File: src/rtl/cpu16_pkg.sv
// Shared widths and requester IDs for the register-file writeback path.
package cpu16_pkg;
   localparam int   DATA_W_DEF     = 16;
   localparam int   REG_ADDR_W_DEF = 2;
   localparam logic GNT_A          = 1'b0;
   localparam logic GNT_B          = 1'b1;
endpackage

File: src/rtl/rr_arbiter2.sv
// Two-requester round-robin arbiter; last_gnt remembers who won the last transfer.
module rr_arbiter2
   import cpu16_pkg::*;
(
   input  logic clk,
   input  logic rst,
   input  logic req_a,
   input  logic req_b,
   input  logic en,
   output logic gnt_a,
   output logic gnt_b
);
   logic last_gnt;

   always_comb begin
      gnt_a = 1'b0;
      gnt_b = 1'b0;
      if (en) begin
         if (req_a && req_b) begin
            // contended: favour whoever did not win last time
            gnt_a = (last_gnt == GNT_B);
            gnt_b = (last_gnt == GNT_A);
         end else begin
            gnt_a = req_a;
            gnt_b = req_b;
         end
      end
   end

   always_ff @(posedge clk) begin
      if (rst)
         last_gnt <= GNT_B;
      else if (gnt_a)
         last_gnt <= GNT_A;
      else if (gnt_b)
         last_gnt <= GNT_B;
   end
endmodule

File: src/rtl/regfile_write_arbiter.sv
// Merges ALU and load-unit writebacks into one register-file write port,
// one cycle after acceptance, with a saturating contention counter.
module regfile_write_arbiter
   import cpu16_pkg::*;
#(
   parameter int DATA_W     = DATA_W_DEF,
   parameter int REG_ADDR_W = REG_ADDR_W_DEF
) (
   input  logic                       Clock,
   input  logic                       Reset,
   input  logic                       Hold,
   input  logic                       A_Valid,
   input  logic [REG_ADDR_W-1:0]      A_RD,
   input  logic [DATA_W-1:0]          A_Data,
   output logic                       A_Ready,
   input  logic                       B_Valid,
   input  logic [REG_ADDR_W-1:0]      B_RD,
   input  logic [DATA_W-1:0]          B_Data,
   output logic                       B_Ready,
   output logic [REG_ADDR_W-1:0]      RD,
   output logic [DATA_W-1:0]          WriteData,
   output logic                       RegWrite,
   output logic [(1<<REG_ADDR_W)-1:0] Busy,
   output logic [7:0]                 ConflictCount
);
   logic en, gnt_a, gnt_b, contend;

   assign en      = ~Hold & ~Reset;
   assign contend = A_Valid & B_Valid & ~Hold;

   rr_arbiter2 u_arb (
      .clk   (Clock),
      .rst   (Reset),
      .req_a (A_Valid),
      .req_b (B_Valid),
      .en    (en),
      .gnt_a (gnt_a),
      .gnt_b (gnt_b)
   );

   assign A_Ready = gnt_a;
   assign B_Ready = gnt_b;

   // Only the grants reach the write registers, so Valid never feeds RD/data combinationally.
   always_ff @(posedge Clock) begin
      if (Reset) begin
         RegWrite  <= 1'b0;
         RD        <= '0;
         WriteData <= '0;
      end else begin
         RegWrite <= gnt_a | gnt_b;
         if (gnt_a) begin
            RD        <= A_RD;
            WriteData <= A_Data;
         end else if (gnt_b) begin
            RD        <= B_RD;
            WriteData <= B_Data;
         end
      end
   end

   always_ff @(posedge Clock) begin
      if (Reset)
         ConflictCount <= 8'd0;
      else if (contend && ConflictCount != 8'hFF)
         ConflictCount <= ConflictCount + 8'd1;
   end

   always_comb begin
      Busy = '0;
      if (RegWrite)
         Busy[RD] = 1'b1;
   end
endmodule

File: config.mk
export PLATFORM = sky130hd
export DESIGN_NAME = regfile_write_arbiter
export DESIGN_NICKNAME = d
export VERILOG_FILES = /design/src/rtl/cpu16_pkg.sv /design/src/rtl/rr_arbiter2.sv /design/src/rtl/regfile_write_arbiter.sv
export SDC_FILE = /design/constraint.sdc
export NUM_CORES = 1
export LEC_CHECK = 0
export BUFFER_PORTS_ARGS = -buffer_cell sky130_fd_sc_hd__clkbuf_2
export CAP_MARGIN = 30
export CORE_ASPECT_RATIO = 1.25
export CORE_MARGIN = 1.5
export CORE_UTILIZATION = 47
export CTS_BUF_LIST = sky130_fd_sc_hd__clkbuf_16
export DETAILED_ROUTE_END_ITERATION = 12
export HOLD_SLACK_MARGIN = 0.12
export PLACE_DENSITY = 0.95
export SLEW_MARGIN = 0
export SYNTH_ARGS = -nofsm -noshare
export SYNTH_HDL_FRONTEND = slang
export SYNTH_HIERARCHICAL = 1
export SYNTH_SLANG_ARGS = --single-unit
File: constraint.sdc
create_clock -name Clock -period 3.68 [get_ports Clock]
set_input_delay 1.104 -clock Clock [delete_from_list [all_inputs] [get_ports Clock]]
set_output_delay 1.104 -clock Clock [all_outputs]
set_load 0.02 [all_outputs]
==> results of run 1 <==
## Yosys cell counts, types with 2 or more instances
| library cell | instances | area share |
|---|---|---|
| and3b_1 | 2 | 0.013 |
| clkbuf_1 | 3 | 0.0086 |
| buf_4 | 2 | 0.011 |
| nor3_1 | 2 | 0.0076 |
| nor2_1 | 47 | 0.13 |
| buf_1 | 3 | 0.0086 |
| dfxtp_1 | 28 | 0.43 |
| a21oi_1 | 23 | 0.087 |
| mux2i_1 | 19 | 0.14 |
| a211oi_1 | 2 | 0.011 |
| nand3_1 | 3 | 0.011 |
| nand2_1 | 6 | 0.017 |
## state kept, by name, indices dropped and copies added (netlist names)
| register | count |
|---|---|
| RegWrite | 1 |
| RD | 2 |
| u_arb/last_gnt | 1 |
| ConflictCount | 8 |
| WriteData | 16 |
## per-stage QoR
step	setup slack [ns]	area, um2	utilization	hold WS [ns]	instances
after detailed placement	0.766	1710	0.639	0.554	261
after global placement	0.831	1710	0.639	0.529	261
after global routing	0.672	1790	0.667	0.592	264
final	0.759	1790	0.667	0.562	264
after CTS	0.759	1790	0.667	0.568	264
after floorplan	0.484	1320	-	0.474	160
## critical path, delay by kind of cell
family / cells / cell delay (ns)
buf+inv: 2 / 0.28
simple gates: 2 / 0.28
compound gates: 1 / 0.15
## layout make-up
cell class | count | area share
clock buffer | 3 | 0.0420
inverter | 1 | 0.00210
multi-input combinational | 122 | 0.401
sequential | 28 | 0.314
tap | 34 | 0.0238
timing repair buffer | 76 | 0.217
## where the power goes
part | switching [mW] | internal (mW)
clock network | 0.0867 | 0.143
logic | 0.0547 | 0.0424
registers | 0.00816 | 0.315
## how the worst max path moves through the flow
| stage | startpoint | endpoint | cells past startpoint |
|---|---|---|---|
| 3_5_place_dp | Hold | A_Ready | 5 |
| 2_1_floorplan | Reset | A_Ready | 5 |
| 4_1_cts | Hold | A_Ready | 5 |
| 5_1_grt | Hold | A_Ready | 5 |
| 6_report | Hold | A_Ready | 5 |
| 3_3_place_gp | Hold | A_Ready | 5 |
## per-layer routing
metal	routed length [um]	vias up	global-route usage	part of all wire
met5	0	-	0	0
met4	18	0	0.0507	0.0059
met3	194	2	0.0264	0.064
met2	1640	43	0.393	0.54
met1	1200	596	0.206	0.39
li1	-	694	-	-
## kinds of logic after synthesis
logic type | count (synthesis) | synth area share
simple gates | 69 | 0.234
buf+inv | 10 | 0.0352
flops | 28 | 0.426
fa+ha+maj | 1 | 0.00950
mux | 20 | 0.156
compound gates | 30 | 0.126
xor+xnor | 2 | 0.0133
==> results_dict.tcl, run 1 <==
set metrics [dict create \
    tightest_slew_ns 0.333 \
    ff2ff_path_depth 6 \
    hold_path.class "reg2reg" \
    synth_area_per_cell_um2 8.23 \
    synth_cell_types 32 \
    diodes 0 \
    crit_arrival_ns 1.82 \
    die_area_mm2 0.00313 \
    place.gp.congestion 0.797 \
    holdPathEnd "ConflictCount[1]" \
    wl_per_cell_um 11.6 \
    port_buffers 73 \
    multi_input_area_um2 717 \
    crit_type "in2out" \
    setup_tns_ns 0 \
    register_area_um2 561 \
    cap_viol_max_count 0 \
    via_count 1335 \
    drt_iter0_markers 24 \
    fin_crit_sh 0.794 \
    drive_gt1_frac 0.361 \
    grt_pass1_wl_mm 4.99 \
    core_area_mm2 0.00268 \
    nNetsFinal 274 \
    crit_fanout 3 \
    leakage_nw 0.857 \
    root_buffer "clkbuf_16" \
    yosysSeqAreaShare 0.426 \
    htree_num_levels 1 \
    synth_edf_count 0 \
    ant_nets 0 \
    dr.pass1.iters 5 \
    cts_tree "done" \
    reg2reg_to "WriteData[10]" \
    final-hold-violation-count 0 \
    synth_flop_cell "dfxtp_1" \
    ioPinCount 74 \
    syn_area_mm2 0.00132 \
    wl_mm 3.05 \
    final_cell_mix "clkbuf_2 (73), nor2_1 (47), dfxtp_1 (28)" \
    row_count 21 \
    postCtsHoldBufs 0 \
    post-cts-setup-buffer-count 0 \
    reg2reg_setup_slack_ns 2.22 \
    finalSetupViolCount 0 \
    grt_overflow_total 0 \
    synthArstFlopShare 0 \
    nFillCells 256 \
    finalCriticalPeriod_ns 2.92 \
    synth_cells 160 \
    die_h_um 62.2 \
    drcViolationCount 0 \
    slowest_delay_ns 0.19 \
    cts.sinks 28 \
    p_per_area_mw_per_mm2 364 \
    fmax_mhz 342 \
    endpoint_kind "output port" \
    slew_headroom 0.778 \
    grt_use_total 0.197 \
    post-dp-hpwl_mm 2.36 \
    power.total_uw 650 \
    initial_core_util 0.491 \
    skew_ns 0.00212 \
    ys_ff_latch 28 \
    cts_buffers 3 \
    clk_latency_ns 0.25 \
    vdd_drop_max_mv 0.274 \
    synthesis.nets 202 \
    final_common_cell "clkbuf_2" \
    status "finished clean" \
    grt_max_degree 38 \
    cts_buffer_depth 2 \
    rsz0062_at_grt "no" \
    cp_data_required_time_ns 2.58 \
    r2r-start "u_arb/last_gnt" \
    via_per_inst 5.06 \
    grt_pass1_vias 1218 \
    maxSlewViolCount 0 \
    crit_path_start_kind "primary input" \
    yosysWarningCount 6 \
    worstHoldPathCells 2 \
    cts_resized 0 \
    cp_common_cell "clkbuf_2" \
    path_cells "clkbuf_2 > nor2_1 > nand2_1 > a21oi_2 > clkbuf_2" \
    slowest_stage "clkbuf_2" \
    grt_antenna_before_repair 0 \
    die_w_um 50.3 \
    hold_start "ConflictCount[1]" \
    path_clk_slew_ns 0.06 \
    syn2layout_area_growth_pct 35.7 \
]
Power figures use the tool's default switching activity.
==> run 2, diff against run 1 <==
--- a/config.mk
+++ b/config.mk
@@ -9,11 +9,11 @@
 export CAP_MARGIN = 30
 export CORE_ASPECT_RATIO = 1.25
 export CORE_MARGIN = 1.5
-export CORE_UTILIZATION = 47
+export CORE_UTILIZATION = 43
 export CTS_BUF_LIST = sky130_fd_sc_hd__clkbuf_16
 export DETAILED_ROUTE_END_ITERATION = 12
 export HOLD_SLACK_MARGIN = 0.12
-export PLACE_DENSITY = 0.95
+export PLACE_DENSITY = 0.9
 export SLEW_MARGIN = 0
 export SYNTH_ARGS = -nofsm -noshare
 export SYNTH_HDL_FRONTEND = slang
==> constraint.sdc (replaced) <==
create_clock -name Clock -period 3 [get_ports Clock]
set_input_delay 0.9 -clock Clock [delete_from_list [all_inputs] [get_ports Clock]]
set_output_delay 0.9 -clock Clock [all_outputs]
set_load 0.02 [all_outputs]
==> results_dict.tcl, run 2 (same netlist as run 1, synthesis figures left out) <==
set metrics [dict create \
    grt_antenna_before_repair 0 \
    ioPinCount 74 \
    finalSetupViolCount 0 \
    die_h_um 64.9 \
    rsz0062_at_grt "no" \
    wl_mm 3.01 \
    setup_tns_ns 0 \
    slowest_delay_ns 0.18 \
    crit_path_start_kind "primary input" \
    grt_pass1_wl_mm 4.89 \
    cp_common_cell "clkbuf_2" \
    grt_overflow_total 0 \
    path_cells "clkbuf_2 > nor2_1 > nand2_1 > a21oi_2 > clkbuf_2" \
    crit_arrival_ns 1.58 \
    postCtsHoldBufs 0 \
    grt_max_degree 38 \
    regMostFlops "WriteData" \
    finalCriticalPeriod_ns 2.48 \
    crit_fanout 3 \
    row_count 22 \
    die_area_mm2 0.00340 \
    initial_core_util 0.451 \
    drt_iter0_markers 38 \
    cap_viol_max_count 0 \
    place.gp.congestion 0.753 \
    dr.pass1.iters 4 \
    p_per_area_mw_per_mm2 449 \
    core_area_mm2 0.00292 \
    final_common_cell "clkbuf_2" \
    tightest_slew_ns 0.355 \
    multi_input_area_um2 717 \
    syn2layout_area_growth_pct 36.2 \
    fmax_mhz 403 \
    post-cts-setup-buffer-count 0 \
    status "finished clean" \
    hold_path.class "reg2reg" \
    cts_tree "done" \
    path_clk_slew_ns 0.06 \
    slowest_stage "clkbuf_2" \
    nFillCells 291 \
    post-dp-hpwl_mm 2.28 \
    cp_data_required_time_ns 2.10 \
    drive_gt1_frac 0.359 \
    die_w_um 52.5 \
    skew_ns 0.00387 \
    maxSlewViolCount 0 \
    cts_buffers 3 \
    leakage_nw 0.858 \
    fin_crit_sh 0.827 \
    cts.sinks 28 \
    dp_slack_ns 0.519 \
    top_regs "WriteData: 16 flops, ConflictCount: 8 flops, RD: 2 flops" \
    wl_per_cell_um 11.3 \
    root_buffer "clkbuf_16" \
    slew_headroom 0.763 \
    htree_num_levels 1 \
    clk_latency_ns 0.25 \
    endpoint_kind "output port" \
    nNetsFinal 274 \
    crit_type "in2out" \
    final-hold-violation-count 0 \
    fin_ws_ns 0.518 \
    largest_reg_flops 16 \
    port_buffers 73 \
    vdd_drop_max_mv 0.272 \
    diodes 0 \
    register_area_um2 561 \
    grt_pass1_vias 1217 \
    drcViolationCount 0 \
    grt_use_total 0.181 \
    cts_resized 0 \
    ant_nets 0 \
    final_cell_mix "clkbuf_2 (73), nor2_1 (47), dfxtp_1 (28)" \
    cts_buffer_depth 2 \
    via_per_inst 5.05 \
    via_count 1349 \
]
==> run 2: cell count changes in the layout (fill, tap and decap cells not counted), sizes merged <==
cell	previous run	this run
clkinv	0	1
==> run 2: metrics by stage <==
step           instance area (um2)   util  cells  power [mW]  hold slack (ns)
2_1_floorplan                 1320      -    160       0.472            0.474
6_report                      1790  0.614    267       0.805            0.554
3_5_place_dp                  1710  0.587    263       0.524            0.540
4_1_cts                       1790  0.614    267       0.817            0.554
5_1_grt                       1790  0.614    267       0.844            0.585
3_3_place_gp                  1710  0.587    263       0.521            0.527
==> run 2: final cells by class <==
class | instances | area share
timing repair buffer | 76 | 0.216
clock inverter | 1 | 0.00209
clock buffer | 3 | 0.0419
tap | 36 | 0.0251
sequential | 28 | 0.313
inverter | 1 | 0.00209
multi-input combinational | 122 | 0.400
==> run 2: final timing paths <==
kind / startpoint / depth (start not counted) / endpoint / slack [ns]
max: Hold / 5 / A_Ready / 0.52
min: ConflictCount[1] / 2 / ConflictCount[1] / 0.55
max reg2reg: u_arb/last_gnt / 6 / RD[0] / 1.56
min reg2reg: ConflictCount[1] / 2 / ConflictCount[1] / 0.55
==> run 2: routing by layer <==
layer | vias to the layer above | track usage | share of wire
met4 | 0 | 0.0417 | 0
met1 | 619 | 0.200 | 0.41
met2 | 41 | 0.356 | 0.54
li1 | 689 | - | -
met3 | 0 | 0.0161 | 0.051
met5 | - | 0 | 0
==> run 2: power breakdown <==
group          total, mW  internal (mW)  switching [mW]
Combinational      0.119         0.0520          0.0667
Clock              0.291          0.178           0.113
Sequential         0.396          0.386         0.00977
Total              0.805          0.616           0.189
==> run 2: worst max-delay path: cells and delay by family <==
kind / cells / cell delay (ns)
AND/OR/NAND/NOR: 2 / 0.27
buffers and inverters: 2 / 0.28
AO/OA/AOI/OAI: 1 / 0.13
==> run 3, diff against run 2 <==
--- a/config.mk
+++ b/config.mk
@@ -9,11 +9,11 @@
 export CAP_MARGIN = 30
 export CORE_ASPECT_RATIO = 1.25
 export CORE_MARGIN = 1.5
-export CORE_UTILIZATION = 43
+export CORE_UTILIZATION = 39
 export CTS_BUF_LIST = sky130_fd_sc_hd__clkbuf_16
 export DETAILED_ROUTE_END_ITERATION = 12
 export HOLD_SLACK_MARGIN = 0.12
-export PLACE_DENSITY = 0.9
+export PLACE_DENSITY = 0.87
 export SLEW_MARGIN = 0
 export SYNTH_ARGS = -nofsm -noshare
 export SYNTH_HDL_FRONTEND = slang
==> constraint.sdc (replaced) <==
create_clock -name Clock -period 2.15 [get_ports Clock]
set_input_delay 0.645 -clock Clock [delete_from_list [all_inputs] [get_ports Clock]]
set_output_delay 0.645 -clock Clock [all_outputs]
set_load 0.02 [all_outputs]
==> results_dict.tcl, run 3 (same netlist as run 1, synthesis figures left out) <==
set metrics [dict create \
    cts_buffers 3 \
    final_common_cell "clkbuf_2" \
    cts_resized 0 \
    core_area_mm2 0.00322 \
    regMostFlops "WriteData" \
    post-cts-setup-buffer-count 0 \
    hold_path.class "reg2reg" \
    drt_iter0_markers 29 \
    finalSetupViolCount 0 \
    place_inst 265 \
    crit_arrival_ns 1.28 \
    rsz0062_at_grt "no" \
    r2r-start "u_arb/last_gnt" \
    ant_nets 0 \
    via_count 1357 \
    grt_pass1_wl_mm 4.60 \
    root_buffer "clkbuf_16" \
    drcViolationCount 0 \
    hold_start "ConflictCount[1]" \
    drive_gt1_frac 0.366 \
    post-dp-hpwl_mm 2.31 \
    tightest_slew_ns 0.342 \
    ff2ff_path_depth 6 \
    grt_max_degree 38 \
    fin_crit_sh 0.897 \
    grt_antenna_before_repair 0 \
    finalInstanceArea_mm2 0.00182 \
    clk_latency_ns 0.25 \
    slew_headroom 0.772 \
    finalCriticalPeriod_ns 1.93 \
    nNetsFinal 275 \
    cp_data_required_time_ns 1.50 \
    leakage_nw 0.865 \
    reg2reg_setup_slack_ns 0.74 \
    via_per_inst 5.04 \
    hold_ws_ns 0.558 \
    htree_num_levels 1 \
    cap_viol_max_count 0 \
    startpoint "Hold" \
    cts_tree "done" \
    diodes 0 \
    status "finished clean" \
    cts.sinks 28 \
    fmax_mhz 518 \
    cp-endpoint "B_Ready" \
    die_area_mm2 0.00373 \
    grt_pass1_vias 1137 \
    vdd_drop_max_mv 0.345 \
    setup_tns_ns 0 \
    grt_overflow_total 0 \
    crit_fanout 3 \
    syn2layout_area_growth_pct 38.0 \
    maxSlewViolCount 0 \
    skew_ns 0.00341 \
    cts_buffer_depth 2 \
    final_cell_mix "clkbuf_2 (73), nor2_1 (46), dfxtp_1 (28)" \
    row_count 23 \
    crit_type "in2out" \
    final_cells 269 \
    die_h_um 68.0 \
    initial_core_util 0.408 \
    crit_path_start_kind "primary input" \
    endpoint_kind "output port" \
    port_buffers 73 \
    die_w_um 55.0 \
    postCtsHoldBufs 0 \
    p_per_area_mw_per_mm2 621 \
    place.gp.congestion 0.765 \
    ioPinCount 74 \
    top_regs "WriteData: 16 flops, ConflictCount: 8 flops, RD: 2 flops" \
    reg2reg_to "RD[0]" \
    grt_use_total 0.165 \
    dr.pass1.iters 4 \
    wl_mm 3.03 \
    wl_per_cell_um 11.2 \
    final-hold-violation-count 0 \
    power.total_mw 1.13 \
    path_clk_slew_ns 0.06 \
    placed_area_mm2 0.00174 \
    largest_reg_flops 16 \
]
[run 3: changes by cell type in the layout (fill, tap and decap cells not counted)]
cell	delta
nor2_1	-1
a21oi_4	+1
buf_4	+1
nor2_4	+1
a21oi_2	-1
[run 3: layer usage]
metal  global-route usage  share of wire
met5                    0              0
met4               0.0610         0.0043
met3               0.0306          0.052
met2                0.298           0.52
met1                0.187           0.42
[run 3: worst min path at each step]
| stage | end | slack [ns] | cells after the start |
|---|---|---|---|
| after floorplan | u_arb/last_gnt | 0.53 | 1 |
| after global placement | ConflictCount[1] | 0.55 | 2 |
| after detailed placement | ConflictCount[1] | 0.55 | 2 |
| after CTS | ConflictCount[1] | 0.56 | 2 |
| after global routing | ConflictCount[1] | 0.59 | 2 |
| final | ConflictCount[1] | 0.56 | 2 |
[run 3: stage by stage]
| step | setup slack, ns | util |
|---|---|---|
| CTS | 0.215 | 0.564 |
| finish | 0.221 | 0.564 |
| global route | 0.159 | 0.564 |
| floorplan | 0.00330 | - |
| detailed placement | 0.172 | 0.539 |
| global placement | 0.241 | 0.539 |
[run 3: area by class of cell]
class                           instances  area [um2]
Sequential cell                        28         561
Tap cell                               37        46.3
Inverter                                1        3.75
Timing Repair Buffer                   77         395
Fill cell                             323        1410
Clock buffer                            3        75.1
Clock inverter                          1        3.75
Multi-Input combinational cell        122         732
[run 3: report_power, final]
| group | switching [mW] | internal (mW) |
|---|---|---|
| sequential | 0.0140 | 0.539 |
| combinational | 0.0948 | 0.0741 |
| clock | 0.158 | 0.248 |
| total | 0.266 | 0.861 |
[run 3: worst max-delay path: stages]
cell and delay, ns:
clkbuf_2 0.11, nor2_4 0.12, nand2_1 0.08, a21oi_4 0.14, clkbuf_2 0.19
